[src/rtl/instr_fetch_unit.sv]
// Fetch front end: owns the PC, reads a sync-read instruction memory and hands words to decode over valid/ready.
// Define IFU_PERF_CNT_EN to add the retiredCnt transfer counter port.
module instr_fetch_unit #(
  parameter int ADDR_W   = 8,
  parameter int RESET_PC = 0
) (
  input  logic              clk,
  input  logic              reset,
  output logic              imemRen,
  output logic [ADDR_W-1:0] imemAddr,
  input  logic [31:0]       imemData,
  output logic              instrValid,
  input  logic              instrReady,
  output logic [31:0]       instr,
  output logic [5:0]        opcode,
  output logic [5:0]        funct,
  output logic [ADDR_W-1:0] pc,
  input  logic              redirect,
  input  logic [ADDR_W-1:0] redirectAddr,
  output logic              halt
`ifdef IFU_PERF_CNT_EN
  ,
  output logic [31:0]       retiredCnt
`endif
);

  localparam logic [ADDR_W-1:0] RESET_ADDR = ADDR_W'(RESET_PC);
  localparam logic [31:0]       HALT_WORD  = 32'hFFFF_FFFF;

  typedef enum logic {RUN, HALT} state_t;

  state_t state, nextState;

  logic [ADDR_W-1:0] fetchAddr;
  logic              inflight;
  logic [ADDR_W-1:0] inflightPc;
  logic              outValid;
  logic [31:0]       outInstr;
  logic [ADDR_W-1:0] outPc;
  logic              skidValid;
  logic [31:0]       skidInstr;
  logic [ADDR_W-1:0] skidPc;

  logic       haltSeen;
  logic       arriveKeep;
  logic       bypass;
  logic       xfer;
  logic       issue;
  logic [1:0] occupancy;

  // A returning word is shown directly when the output register is empty, so a read issued in
  // cycle t is presented in cycle t+1. Occupancy counts everything that could still need a slot.
  always_comb begin
    haltSeen   = inflight && (state == RUN) && (imemData == HALT_WORD);
    arriveKeep = inflight && (state == RUN) && (imemData != HALT_WORD);
    bypass     = !outValid && arriveKeep;
    instrValid = outValid || arriveKeep;
    xfer       = instrValid && instrReady;
    occupancy  = 2'(outValid) + 2'(skidValid) + 2'(inflight) - 2'(xfer);
  end

  assign instr    = bypass ? imemData : outInstr;
  assign pc       = bypass ? inflightPc : outPc;
  assign opcode   = instr[31:26];
  assign funct    = instr[5:0];
  assign imemAddr = fetchAddr;
  assign imemRen  = issue && !reset;
  assign halt     = (state == HALT);

  always_ff @(posedge clk) begin
    if (reset) begin
      state <= RUN;
    end else begin
      state <= nextState;
    end
  end

  // A read is only issued when at most one entry remains after this cycle, so its response
  // always finds the output register or the skid free.
  always_comb begin
    nextState = state;
    issue     = 1'b0;
    case (state)
      RUN: begin
        issue = (occupancy <= 2'd1);
        if (!redirect && haltSeen) begin
          nextState = HALT;
        end
      end
      HALT: begin
        if (redirect) begin
          nextState = RUN;
        end
      end
      default: nextState = RUN;
    endcase
  end

  always_ff @(posedge clk) begin
    if (reset) begin
      fetchAddr  <= RESET_ADDR;
      inflight   <= 1'b0;
      inflightPc <= '0;
      outValid   <= 1'b0;
      outInstr   <= '0;
      outPc      <= '0;
      skidValid  <= 1'b0;
      skidInstr  <= '0;
      skidPc     <= '0;
    end else if (redirect) begin
      fetchAddr <= redirectAddr;
      inflight  <= 1'b0;
      outValid  <= 1'b0;
      skidValid <= 1'b0;
    end else begin
      inflight   <= imemRen;
      inflightPc <= fetchAddr;
      if (imemRen) begin
        fetchAddr <= fetchAddr + 1'b1;
      end
      if (xfer) begin
        if (skidValid) begin
          outInstr  <= skidInstr;
          outPc     <= skidPc;
          skidValid <= arriveKeep;
          if (arriveKeep) begin
            skidInstr <= imemData;
            skidPc    <= inflightPc;
          end
        end else if (outValid) begin
          outValid <= arriveKeep;
          if (arriveKeep) begin
            outInstr <= imemData;
            outPc    <= inflightPc;
          end
        end else begin
          outValid <= 1'b0;
        end
      end else if (!outValid) begin
        outValid <= arriveKeep;
        if (arriveKeep) begin
          outInstr <= imemData;
          outPc    <= inflightPc;
        end
      end else if (arriveKeep) begin
        skidValid <= 1'b1;
        skidInstr <= imemData;
        skidPc    <= inflightPc;
      end
    end
  end

`ifdef IFU_PERF_CNT_EN
  always_ff @(posedge clk) begin
    if (reset) begin
      retiredCnt <= '0;
    end else if (xfer) begin
      retiredCnt <= retiredCnt + 32'd1;
    end
  end
`endif

endmodule

[config.mk]
export PLATFORM = sky130hd
export DESIGN_NAME = instr_fetch_unit
export DESIGN_NICKNAME = d
export VERILOG_FILES = /design/src/rtl/instr_fetch_unit.sv
export SDC_FILE = /design/constraint.sdc
export NUM_CORES = 1
export LEC_CHECK = 0
export CORE_UTILIZATION = 55
export CTS_CLUSTER_DIAMETER = 80
export DETAILED_ROUTE_END_ITERATION = 8
export DONT_BUFFER_PORTS = 1
export PLACE_DENSITY = 0.78
export SYNTH_ARGS = -nofsm -noshare
export SYNTH_HDL_FRONTEND = slang
export SYNTH_SLANG_ARGS = --single-unit
[constraint.sdc]
create_clock -name clk -period 5.2 [get_ports clk]
set_clock_uncertainty 0.1 [all_clocks]
set_input_delay 1.04 -clock clk [delete_from_list [all_inputs] [get_ports clk]]
set_output_delay 1.04 -clock clk [all_outputs]
set_load 0.02 [all_outputs]
==> run_results.csv <==
group,metric,value,unit
status,outcome,"completed",
cts,htree_levels,3,
synthesis,mappedNetlistNets,726,
grt,overflow,0,
worst_setup_path,cp-end-kind,"primary output",
power_and_ir_drop,p_leak,2.46,nW
worst_setup_path,path_cells,"nand4_1 > nor4_4 > a21oi_4 > or2_2 > nand2_1 > ha_1 > ha_1 > a21oi_1 > xnor2_1 > nor2_1",
sta,tightest_slew,1310,ps
cells_and_area,antenna_cells,0,
synthesis,synth_cells,677,
placement,place_congestion,0.808,
grt,grt_pass1_wl,23.9,mm
placement,post-dp-hpwl,9.21,mm
worst_setup_path,worst-path-stages,10,
synthesis,ys_types,40,
sta,slew_headroom,12.2,%
floorplan,die_x,107,um
sta,fin_setup_tns,0,ps
sta,rsz0062_at_grt,"no",
sta,timing_hold_violations_final,0,
cts,root_buffer,"clkbuf_8",
placement,port_buffers,0,
power_and_ir_drop,total_power,1.46,mW
worst_setup_path,slowest_delay,520,ps
worst_setup_path,arrival,3760,ps
synthesis,muxShareOfSynthArea,24.9,%
cts,clk_path_buf_depth,2,
drt,drtPass1Iterations,5,
synthesis,synth_top_cell_by_area,"dfxtp_1",
floorplan,ios,107,
worst_setup_path,critPathLaunch,"imemData[29]",
synthesis,synth_area,6010,sq um
synthesis,ys_ff_latch,100,
synthesis,synthAdderAreaFrac,1.04,%
drt,drc,0,
cts,cts_tree,"built",
job,max-cap-violations,0,
drt,wl_per_cell,18.8,um
cts,clock_latency,370,ps
worst_setup_path,required,4060,ps
floorplan,start_util,57.5,%
placement,dp.cells,753,
drt,drtAntennaViolNets,0,
power_and_ir_drop,powerDensity,240,nW/um^2
cts,postCtsResizedCells,0,
worst_setup_path,crit_end,"imemRen",
worst_setup_path,slowest_stage,"xnor2_1",
worst_setup_path,r2r_start,"halt",
power_and_ir_drop,intPower,1.07,mW
synthesis,synth_top_family_by_area,"multiplexers",
cells_and_area,final_cells,768,
drt,vias_per_cell,6.48,
sta,setup_viol,0,
worst_setup_path,rr_worst_depth,11,
power_and_ir_drop,p_sw_share,27.0,%
worst_setup_path,cp_num_buf_inv,0,
synthesis,yosys_warnings,0,
worst_setup_path,worst-setup-path-type,"in2out",
power_and_ir_drop,peakVddDrop,0.124,mV
synthesis,synth_ff_type,"dfxtp_1",
cells_and_area,nNetsFinal,677,
cts,numCtsBuffers,9,
worst_setup_path,startpoint_type,"input pin",
worst_setup_path,crit_fanout,8,
synthesis,synth_simple_gate_area_share,14.8,%
synthesis,synthArstFlopShare,0,%
cts,post-cts-setup-buffer-count,0,
synthesis,yosysSeqAreaShare,33.3,%
grt,antenna_found_initial,0,
sta,maxSlewViolCount,0,
grt,grt_max_degree,79,
synthesis,synthXorXnorAreaFrac,1.17,%
power_and_ir_drop,p_switching,395,uW
sta,setup_slack,303,ps
synthesis,synth_area_leaders,"dfxtp_1, mux2i_1, mux2_4",
power_and_ir_drop,power_frac_clock,32.9,%
cells_and_area,syn_to_final_growth,1.27,%
worst_setup_path,regToRegEndpoint,"imemAddr[1]",
grt,grt_pass1_vias,4843,
cts,cts_hold_buf,0,
cells_and_area,layout-drive-gt1-share,12.5,%
synthesis,synth_edf_count,0,
sta,fin_crit_sh,94.2,%
synthesis,synth.top_cell.area_share,33.3,%
worst_setup_path,path_delay_family,"simple AND/OR/NAND/NOR gates",
floorplan,rows,37,
drt,first_iter_violations,380,
drt,wl,14.4,mm
worst_setup_path,cp_common_cell,"ha_1",
floorplan,die_h,107,um
power_and_ir_drop,comb_power_share,12.2,%
floorplan,core,10500,sq um
sta,post-route-min-period,4900,ps
hold_path,holdCritPathClass,"reg2reg",
worst_setup_path,ff2ff_setup_slack,1430,ps
synthesis,synth_compound_area_share,17.9,%
grt,grt_util_all_layers,26.3,%
power_and_ir_drop,p_seq_share,54.9,%
cts,clock-sinks,100,
sta,fmax,204,MHz
cts,clk_pin_slew,100,ps
placement,post-place-ws,344,ps
drt,via_count,4980,
floorplan,die_area,11400,sq um
synthesis,synth.avg_cell_area,8.88,sq um
==> power groups by stage <==
stage / Combinational [mW] / Clock [mW] / Sequential, mW
6_report: 0.179 / 0.481 / 0.803
5_1_grt: 0.195 / 0.515 / 0.805
4_1_cts: 0.180 / 0.485 / 0.803
3_5_place_dp: 0.179 / 0 / 0.821
3_3_place_gp: 0.174 / 0 / 0.820
2_1_floorplan: 0.182 / 0 / 0.815
==> cell usage in the layout, fill, tap and decap left out, drive strengths merged, types with 8 or more instances in the layout <==
cell	netlist	routed
a211oi	16	16
a21boi	8	8
a21oi	45	45
a22o	32	32
a22oi	8	8
buf	29	11
clkbuf	42	12
dfxtp	100	100
inv	8	8
mux2	41	41
mux2i	88	88
nand2	75	75
nand4	15	15
nor2	59	59
nor2b	9	9
nor3	12	12
nor4	8	8
o211ai	8	8
o21ai	41	41
xnor2	8	8
==> through the flow <==
stage / utilization, % / hold WS, ps / cell area (sq um)
floorplan: - / 338 / 6010
global placement: 56.4 / 344 / 5900
detailed placement: 56.4 / 355 / 5900
global route: 58.2 / 390 / 6090
CTS: 58.2 / 368 / 6090
finish: 58.2 / 364 / 6090
==> how the worst min path moves through the flow <==
stage,start,to,slack [ps],depth (start not counted)
floorplan,outInstr[0],outInstr[0],340,2
global placement,outInstr[15],outInstr[15],340,2
detailed placement,outInstr[31],outInstr[31],350,2
CTS,outInstr[31],outInstr[31],370,2
global route,outInstr[31],outInstr[31],390,2
finish,outInstr[31],outInstr[31],360,2
==> cell families after synthesis <==
kind of cell    count (synthesis)
compound gates                164
xor+xnor                        8
fa+ha+maj                       5
buf+inv                        79
flops                         100
mux                           129
simple gates                  192
==> layout make-up <==
| cell class | count | area, sq um |
|---|---|---|
| fillers | 936 | 4380 |
| multi-input cells | 498 | 3620 |
| flip-flops and latches | 100 | 2000 |
| well taps | 136 | 170 |
| clock buffers | 12 | 165 |
| repair buffers | 11 | 82.6 |
| inverters | 8 | 30.0 |
| clock inverters | 3 | 21.3 |
==> synth_stat cells (all sizes together) (9+ instances only) <==
| cell type | n |
|---|---|
| nor3 | 12 |
| mux2 | 41 |
| a211oi | 16 |
| clkbuf | 42 |
| a22o | 32 |
| nor2 | 59 |
| nor2b | 9 |
| a21oi | 45 |
| nand2 | 75 |
| o21ai | 41 |
| nand4 | 15 |
| mux2i | 88 |
| dfxtp | 100 |
| buf | 29 |
==> tightest hold or removal path, cell delays in order (launching register included) <==
cell and delay (ps):
dfxtp_1 320, nand2_1 50, mux2i_1 50
==> state kept, by name, indices dropped and copies added (netlist names), 8 cells and up <==
name,count
imemAddr,8
inflightPc,8
outInstr,32
outPc,8
skidInstr,32
skidPc,8
==> layer usage <==
layer	wire [um]	track usage [%]
met1	6240	33.8
met2	6840	43.5
met3	1130	5.95
met4	206	8.61
met5	0	0
Note: power is estimated with default switching activity, not from simulation.
